--- src/rtl/riscv_pkg.sv ---
// Shared types for the RV32IM execute stage: operation encodings, forwarding
// selects and the iterative mul/div engine state.
package riscv_pkg;

  localparam int XLEN = 32;

  typedef enum logic [4:0] {
    OP_ADD, OP_SUB, OP_SLL, OP_SLT, OP_SLTU, OP_XOR, OP_SRL, OP_SRA, OP_OR, OP_AND,
    OP_MUL, OP_MULH, OP_MULHSU, OP_MULHU, OP_DIV, OP_DIVU, OP_REM, OP_REMU
  } ex_op_t;

  localparam logic [1:0] FWD_NONE = 2'b00;
  localparam logic [1:0] FWD_WB   = 2'b01;
  localparam logic [1:0] FWD_MEM  = 2'b10;

  typedef enum logic { MD_IDLE, MD_BUSY } md_state_t;

  function automatic logic is_md_op(input ex_op_t op);
    return op inside {OP_MUL, OP_MULH, OP_MULHSU, OP_MULHU,
                      OP_DIV, OP_DIVU, OP_REM, OP_REMU};
  endfunction

endpackage

--- src/rtl/muldiv_iter.sv ---
// Iterative RV32M engine: shift-add multiply / restoring divide on operand
// magnitudes, one step per cycle, with the sign fix-up folded into the last step.
module muldiv_iter #(
  parameter int XLEN     = riscv_pkg::XLEN,
  parameter int MD_STEPS = riscv_pkg::XLEN
) (
  input  logic              clk,
  input  logic              rst,
  input  logic              flush,
  input  logic              start,
  input  riscv_pkg::ex_op_t op,
  input  logic [XLEN-1:0]   a,
  input  logic [XLEN-1:0]   b,
  output logic              busy,
  output logic              done,
  output logic [XLEN-1:0]   result
);
  import riscv_pkg::*;

  localparam int CW = $clog2(MD_STEPS);
  localparam logic [CW-1:0] LAST = CW'(MD_STEPS - 1);

  md_state_t         state, state_next;
  logic [CW-1:0]     count;
  logic [2*XLEN-1:0] acc, acc_next, prod_fix;
  logic [XLEN-1:0]   opnd, a_mag, b_mag, sel;
  logic              is_div, want_high, want_rem, neg_res;
  logic              a_signed, b_signed, a_neg, b_neg, st_div, st_high, st_rem;
  logic [XLEN:0]     mul_sum, div_shift, div_diff;

  always_comb begin
    a_signed = 1'b0;
    b_signed = 1'b0;
    st_div   = 1'b0;
    st_high  = 1'b0;
    st_rem   = 1'b0;
    case (op)
      OP_MULH:   begin a_signed = 1'b1; b_signed = 1'b1; st_high = 1'b1; end
      OP_MULHSU: begin a_signed = 1'b1; st_high = 1'b1; end
      OP_MULHU:  st_high = 1'b1;
      OP_DIV:    begin a_signed = 1'b1; b_signed = 1'b1; st_div = 1'b1; end
      OP_DIVU:   st_div = 1'b1;
      OP_REM:    begin a_signed = 1'b1; b_signed = 1'b1; st_div = 1'b1; st_rem = 1'b1; end
      OP_REMU:   begin st_div = 1'b1; st_rem = 1'b1; end
      default:   ;
    endcase
    a_neg = a_signed && a[XLEN-1];
    b_neg = b_signed && b[XLEN-1];
    a_mag = a_neg ? -a : a;
    b_mag = b_neg ? -b : b;
  end

  always_ff @(posedge clk) begin
    if (rst) state <= MD_IDLE;
    else     state <= state_next;
  end

  always_comb begin
    state_next = state;
    case (state)
      MD_IDLE: if (start && !flush) state_next = MD_BUSY;
      MD_BUSY: if (flush || count == LAST) state_next = MD_IDLE;
      default: state_next = MD_IDLE;
    endcase
  end

  always_comb begin
    busy = (state == MD_BUSY);
    done = (state == MD_BUSY) && (count == LAST);
  end

  // Multiply keeps the multiplier in acc's low half; divide keeps the dividend there.
  always_ff @(posedge clk) begin
    if (rst) begin
      count     <= '0;
      acc       <= '0;
      opnd      <= '0;
      is_div    <= 1'b0;
      want_high <= 1'b0;
      want_rem  <= 1'b0;
      neg_res   <= 1'b0;
    end else if (flush) begin
      count <= '0;
    end else if (start && state == MD_IDLE) begin
      count     <= '0;
      is_div    <= st_div;
      want_high <= st_high;
      want_rem  <= st_rem;
      neg_res   <= st_rem ? a_neg : (a_neg ^ b_neg);
      acc       <= {{XLEN{1'b0}}, st_div ? a_mag : b_mag};
      opnd      <= st_div ? b_mag : a_mag;
    end else if (state == MD_BUSY) begin
      count <= count + 1'b1;
      acc   <= acc_next;
    end
  end

  always_comb begin
    mul_sum   = {1'b0, acc[2*XLEN-1:XLEN]} + (acc[0] ? {1'b0, opnd} : '0);
    div_shift = acc[2*XLEN-1:XLEN-1];
    div_diff  = div_shift - {1'b0, opnd};
    if (is_div) begin
      if (div_diff[XLEN]) acc_next = {div_shift[XLEN-1:0], acc[XLEN-2:0], 1'b0};
      else                acc_next = {div_diff[XLEN-1:0], acc[XLEN-2:0], 1'b1};
    end else begin
      acc_next = {mul_sum, acc[XLEN-1:1]};
    end
  end

  always_comb begin
    prod_fix = neg_res ? -acc_next : acc_next;
    sel      = want_rem ? acc_next[2*XLEN-1:XLEN] : acc_next[XLEN-1:0];
    if (is_div)         result = neg_res ? -sel : sel;
    else if (want_high) result = prod_fix[2*XLEN-1:XLEN];
    else                result = prod_fix[XLEN-1:0];
  end

endmodule

--- src/rtl/ex_stage.sv ---
// RISC-V execute stage: bypass muxes, single-cycle ALU, iterative M-extension
// engine and a valid/ready output register feeding EX/MEM.
module ex_stage #(
  parameter int XLEN     = 32,
  parameter int MD_STEPS = 32
) (
  input  logic            clk,
  input  logic            rst,
  input  logic            flush,
  input  logic            in_valid,
  output logic            in_ready,
  input  logic [4:0]      in_op,
  input  logic [XLEN-1:0] in_rs1_data,
  input  logic [XLEN-1:0] in_rs2_data,
  input  logic [XLEN-1:0] in_imm,
  input  logic            in_alu_src_b,
  input  logic [4:0]      in_rd_addr,
  input  logic            in_reg_write,
  input  logic            in_mem_write,
  input  logic [1:0]      forward_a,
  input  logic [1:0]      forward_b,
  input  logic [XLEN-1:0] ex_mem_fwd_data,
  input  logic [XLEN-1:0] mem_wb_fwd_data,
  output logic            out_valid,
  input  logic            out_ready,
  output logic [XLEN-1:0] out_result,
  output logic [XLEN-1:0] out_store_data,
  output logic [4:0]      out_rd_addr,
  output logic            out_reg_write,
  output logic            out_mem_write
);
  import riscv_pkg::*;

  localparam int SHW = $clog2(XLEN);

  ex_op_t          op;
  logic [XLEN-1:0] op_a, rs2_fwd, op_b, imm_result, md_result;
  logic [XLEN-1:0] pend_store;
  logic [4:0]      pend_rd;
  logic            pend_rw, pend_mw;
  logic            accept, div_family, div_zero, div_ovf, md_start, md_busy, md_done;

  function automatic logic [XLEN-1:0] fwd_mux(input logic [1:0] sel, input logic [XLEN-1:0] rf,
                                               input logic [XLEN-1:0] mem, input logic [XLEN-1:0] wb);
    case (sel)
      FWD_MEM: return mem;
      FWD_WB:  return wb;
      default: return rf;
    endcase
  endfunction

  assign op       = ex_op_t'(in_op);
  assign op_a     = fwd_mux(forward_a, in_rs1_data, ex_mem_fwd_data, mem_wb_fwd_data);
  assign rs2_fwd  = fwd_mux(forward_b, in_rs2_data, ex_mem_fwd_data, mem_wb_fwd_data);
  assign op_b     = in_alu_src_b ? in_imm : rs2_fwd;
  assign in_ready = !rst && !md_busy && (!out_valid || out_ready) && !flush;
  assign accept   = in_valid && in_ready;

  // Divide-by-zero and signed overflow finish in one cycle without the engine.
  assign div_family = op inside {OP_DIV, OP_DIVU, OP_REM, OP_REMU};
  assign div_zero   = div_family && (op_b == '0);
  assign div_ovf    = (op == OP_DIV || op == OP_REM) &&
                      (op_a == {1'b1, {(XLEN-1){1'b0}}}) && (op_b == '1);
  assign md_start   = accept && is_md_op(op) && !div_zero && !div_ovf;

  always_comb begin
    imm_result = '0;
    case (op)
      OP_ADD:  imm_result = op_a + op_b;
      OP_SUB:  imm_result = op_a - op_b;
      OP_SLL:  imm_result = op_a << op_b[SHW-1:0];
      OP_SLT:  imm_result = {{(XLEN-1){1'b0}}, $signed(op_a) < $signed(op_b)};
      OP_SLTU: imm_result = {{(XLEN-1){1'b0}}, op_a < op_b};
      OP_XOR:  imm_result = op_a ^ op_b;
      OP_SRL:  imm_result = op_a >> op_b[SHW-1:0];
      OP_SRA:  imm_result = $unsigned($signed(op_a) >>> op_b[SHW-1:0]);
      OP_OR:   imm_result = op_a | op_b;
      OP_AND:  imm_result = op_a & op_b;
      OP_DIV, OP_DIVU: imm_result = div_zero ? '1 : op_a;
      OP_REM, OP_REMU: imm_result = div_zero ? op_a : '0;
      default: imm_result = '0;
    endcase
  end

  muldiv_iter #(.XLEN(XLEN), .MD_STEPS(MD_STEPS)) u_muldiv (
    .clk    (clk),
    .rst    (rst),
    .flush  (flush),
    .start  (md_start),
    .op     (op),
    .a      (op_a),
    .b      (op_b),
    .busy   (md_busy),
    .done   (md_done),
    .result (md_result)
  );

  always_ff @(posedge clk) begin
    if (rst) begin
      pend_store <= '0;
      pend_rd    <= '0;
      pend_rw    <= 1'b0;
      pend_mw    <= 1'b0;
    end else if (md_start) begin
      pend_store <= rs2_fwd;
      pend_rd    <= in_rd_addr;
      pend_rw    <= in_reg_write;
      pend_mw    <= in_mem_write;
    end
  end

  // Flush outranks both engine completion and a fresh single-cycle result.
  always_ff @(posedge clk) begin
    if (rst) begin
      out_valid      <= 1'b0;
      out_result     <= '0;
      out_store_data <= '0;
      out_rd_addr    <= '0;
      out_reg_write  <= 1'b0;
      out_mem_write  <= 1'b0;
    end else if (flush) begin
      out_valid <= 1'b0;
    end else if (md_done) begin
      out_valid      <= 1'b1;
      out_result     <= md_result;
      out_store_data <= pend_store;
      out_rd_addr    <= pend_rd;
      out_reg_write  <= pend_rw;
      out_mem_write  <= pend_mw;
    end else if (accept && !md_start) begin
      out_valid      <= 1'b1;
      out_result     <= imm_result;
      out_store_data <= rs2_fwd;
      out_rd_addr    <= in_rd_addr;
      out_reg_write  <= in_reg_write;
      out_mem_write  <= in_mem_write;
    end else if (out_valid && out_ready) begin
      out_valid <= 1'b0;
    end
  end

endmodule

--- config.mk ---
export PLATFORM = sky130hd
export DESIGN_NAME = ex_stage
export DESIGN_NICKNAME = d
export VERILOG_FILES = /design/src/rtl/riscv_pkg.sv /design/src/rtl/muldiv_iter.sv /design/src/rtl/ex_stage.sv
export SDC_FILE = /design/constraint.sdc
export NUM_CORES = 2
export LEC_CHECK = 0
export BUFFER_PORTS_ARGS = -buffer_cell sky130_fd_sc_hd__buf_2
export CORE_UTILIZATION = 45
export CTS_CLUSTER_DIAMETER = 100
export DETAILED_ROUTE_END_ITERATION = 16
export PLACE_DENSITY = 0.64
export SYNTH_ARGS = -nofsm -noshare
export SYNTH_HDL_FRONTEND = slang
export SYNTH_SLANG_ARGS = --single-unit
--- constraint.sdc ---
create_clock -name clk -period 9.9 [get_ports clk]
set_input_delay 0.495 -clock clk [delete_from_list [all_inputs] [get_ports clk]]
set_output_delay 0.495 -clock clk [all_outputs]
set_load 0.02 [all_outputs]
==> summary.txt <==
Logic synthesis
  • Largest cells by area after synthesis: dfxtp_1, nand2_1, a21oi_1
  • Synthesized area: 29,200 sq um
  • Post-synth top area share: 0.149
  • Async S/R FF share, synth: 0
  • Sequential fraction of the synthesis area: 0.149
  • Dominant synthesized flop cell: dfxtp_1
  • Top cells by count, synth: nand2_1, nor2_1, a21oi_1
  • Syn nets: about 4,800
  • Mapped Avg Cell Area: 6.57 sq um
  • Synthesized instance count: 4,445
  • Post-synthesis register bit count: 217
  • Post-synth EDFFs: 0
  • Most common cell in the synthesized netlist: nand2_1
  • Post-synthesis cell type count: a little over 100
  • Synth warn: 0
  • Area leader, netlist: dfxtp_1

Routing
  • Drt via density: 6.85
  • Post-route ant nets: 0
  • WL final: 162 mm
  • Total number of vias: 36,888
  • Highest Signal Layer: met5
  • Wl on met1: 60.7 mm
  • Remaining DRCs: 0
  • Met3 Wirelength: 15.6 mm
  • Routed wire per std cell: 30.1 um
  • WL met2: 71.6 mm
  • Initial drt markers: 4,868
  • First-pass detailed-route iteration total: 7

Worst hold path
  • Hold Path Class: input pin to flop
  • WHS Path Cells: 3
  • Min-delay src: in_mem_write
  • Hold EP: pend_mw$_SDFFE_PP0P_

Worst setup path
  • Worst r2r src: u_muldiv.acc[31]$_SDFFE_PP0P_
  • Worst R2R End: out_result[20]$_SDFFE_PP0P_
  • Crit Path Max Fanout: 22
  • FF-to-FF path depth: 27
  • CP Data Required Time: 10.33 ns
  • R2R Setup Slk: 2.16 ns
  • Crit. End Element: flop
  • Critical path arrival: 8.17 ns
  • Startpoint types: flop
  • WS Path Type: flop to flop

Timing
  • Hold_ws: 0.178 ns
  • Worst slew margin: 0.0876
  • Final worst-path cycle share: 0.782
  • RSZ-0062 raised after global routing: no
  • Final min period: 7.74 ns
  • Final hold vios: 0
  • Worst-Margin Slew: around 1.4 ns
  • Fmax: between 100 and 150 MHz
  • Final setup viols: 0
  • Max Transition Viols Final: 0
  • Clock skew: 0.0256 ns
  • Setup TNS: 0 ns

Clock tree
  • CTS Sinks: 217
  • CTS tree: built
  • Post-CTS sizing: 0
  • CTS Hold Buffers Added: 0
  • Post-CTS setup buffers: 0
  • Htree depth: 1
  • Clock transition at path regs: 0.06 ns
  • CTS Buf Count: 28
  • Bufs on Longest Clock Path: 3
  • CTS root buffer: clkbuf_16
  • Worst-skew pair later-pin latency: between 0.5 and 0.6 ns

Finish
  • Share of cells above drive strength 1: 0.123
  • Syn-to-layout area delta: 10.3%
  • Final net count: 4,866

Floorplanning
  • Starting Density: 0.455
  • Number of core rows: a little over 90
  • Die Span Y: 257 um
  • Die Width: 257 um
  • Die outline area: 65,900 sq um
  • Ports: 255
  • Area of the core: around 64,000 sq um

Placed design
  • Gpl congestion: 1.08
  • IO buf count: 254
  • DP HPWL: 125 mm

Pwr
  • Pwr/cell area: between 100 and 150 nW/um^2
  • Static leakage: around 13 nW
  • Maximum VDD drop: 0.107 mV

Global routing
  • Total GRT Usage: 0.469
  • First-pass GRT wire length: 232 mm
  • GRT overflow: 0
  • Largest net degree at the start of global routing: 117
  • Vias in the first global route: 33,699
  • Initial antenna violation count: 2

Run status
  • Status: finished clean

Flow run
  • Max cap viols: 0
[registers in the layout, summed over array words and instances, names as in the netlist]
signal,cells
u_muldiv.count,5
out_result,32
out_rd_addr,5
u_muldiv.busy,1
u_muldiv.is_div,1
out_valid,1
pend_store,32
u_muldiv.want_high,1
out_reg_write,1
u_muldiv.neg_res,1
out_store_data,32
u_muldiv.want_rem,1
pend_rw,1
out_mem_write,1
pend_mw,1
u_muldiv.acc,64
pend_rd,5
u_muldiv.opnd,32
[per-layer routing]
layer,GRT usage,vias up
met4,0.340,4
met3,0.0797,622
met2,0.748,2392
li1,-,16426
met1,0.568,17444
met5,0,-
[area by class of cell]
cell class,count,area [sq um]
Multi-Input combinational cell,3720,23000
Sequential cell,217,4350
Antenna cell,3,7.51
Tap cell,855,1070
Fill cell,6816,32000
Inverter,160,601
Clock buffer,38,808
Clock inverter,14,125
Timing Repair Buffer,381,2240
[cells in the final DEF (no fill, tap or decap), types with 19 or more instances in the layout]
master / n
a21boi_0: 19
o21bai_1: 20
clkbuf_16: 28
mux2i_1: 59
a22oi_1: 63
inv_1: 152
and3_1: 29
o21a_1: 30
and2_1: 55
a221oi_1: 64
or2_2: 23
dfxtp_1: 213
nand2b_1: 25
o31ai_1: 48
a31oi_1: 62
nand3_1: 84
o211ai_1: 55
ha_1: 170
xor2_1: 42
o21ai_1: 33
or3_1: 41
nor2_1: 510
a311oi_1: 46
nor3_1: 121
buf_4: 126
nor4_1: 37
nand4_1: 38
xnor2_1: 148
nor2b_1: 38
nand2_1: 585
a21o_1: 55
o22ai_1: 44
a211oi_1: 116
a21oi_1: 432
buf_2: 253
mux2_2: 34
o221ai_1: 34
o21ai_0: 307
[power by group]
group          total (mW)  internal, mW  switching (mW)
Sequential          0.909         0.890          0.0186
Combinational        1.88         0.559            1.32
Clock                1.05         0.600           0.448
[how the worst max path moves through the flow]
| stage | startpoint | end | slack, ns | depth (start not counted) |
|---|---|---|---|---|
| after floorplan | u_muldiv.acc[31]$_SDFFE_PP0P_ | out_result[20]$_SDFFE_PP0P_ | 3.78 | 27 |
| after detailed placement | u_muldiv.acc[31]$_SDFFE_PP0P_ | out_result[20]$_SDFFE_PP0P_ | 2.41 | 27 |
| after global routing | u_muldiv.acc[31]$_SDFFE_PP0P_ | out_result[20]$_SDFFE_PP0P_ | 1.91 | 27 |
| final | u_muldiv.acc[31]$_SDFFE_PP0P_ | out_result[20]$_SDFFE_PP0P_ | 2.16 | 27 |
| after CTS | u_muldiv.acc[31]$_SDFFE_PP0P_ | out_result[20]$_SDFFE_PP0P_ | 2.36 | 27 |
| after global placement | u_muldiv.acc[31]$_SDFFE_PP0P_ | out_result[20]$_SDFFE_PP0P_ | 2.56 | 27 |
[kinds of logic (layout without fill, tap and decap cells)]
family	Yosys count	count (layout)	share of synthesized area
AND/OR/NAND/NOR	1659	1659	0.258
AO/OA/AOI/OAI	1601	1601	0.359
buffers and inverters	508	593	0.0671
other	0	3	0
flip-flops	217	217	0.149
multiplexers	94	94	0.0341
adder cells (fa/ha/maj)	176	176	0.0765
XOR/XNOR	190	190	0.0570
[stage by stage]
step | utilization | total power, mW | std cells | instance area [sq um] | worst slack (ns)
final | 0.501 | 3.84 | 5388 | 32200 | 2.16
after global routing | 0.501 | 3.95 | 5385 | 32200 | 1.91
after CTS | 0.501 | 3.76 | 5385 | 32200 | 2.36
after detailed placement | 0.487 | 2.72 | 5333 | 31300 | 2.41
after global placement | 0.487 | 2.73 | 5333 | 31300 | 2.56
after floorplan | - | 2.04 | 4445 | 29200 | 3.78
[critical path, stage by stage (launching register included)]
cell and delay, ns:
dfxtp_1 0.41, inv_1 0.08, ha_1 0.20, inv_1 0.07, fa_1 0.23, a211o_1 0.16, and3b_1 0.23, o21ai_1 0.15
a31oi_2 0.69, a32oi_2 0.19, buf_4 0.28, nand3_1 0.40, a21boi_0 0.32, ha_1 0.25, inv_1 0.08, nor3_1 0.30
or4b_1 0.63, or3_1 0.41, or2_2 0.36, or3_1 0.32, a31oi_1 0.13, or4b_1 0.58, nor2_1 0.15, nand2_1 0.16
nor4_1 0.29, mux2i_1 0.23, a221oi_1 0.09, o21bai_1 0.20
(Power assumes the default switching activity.)
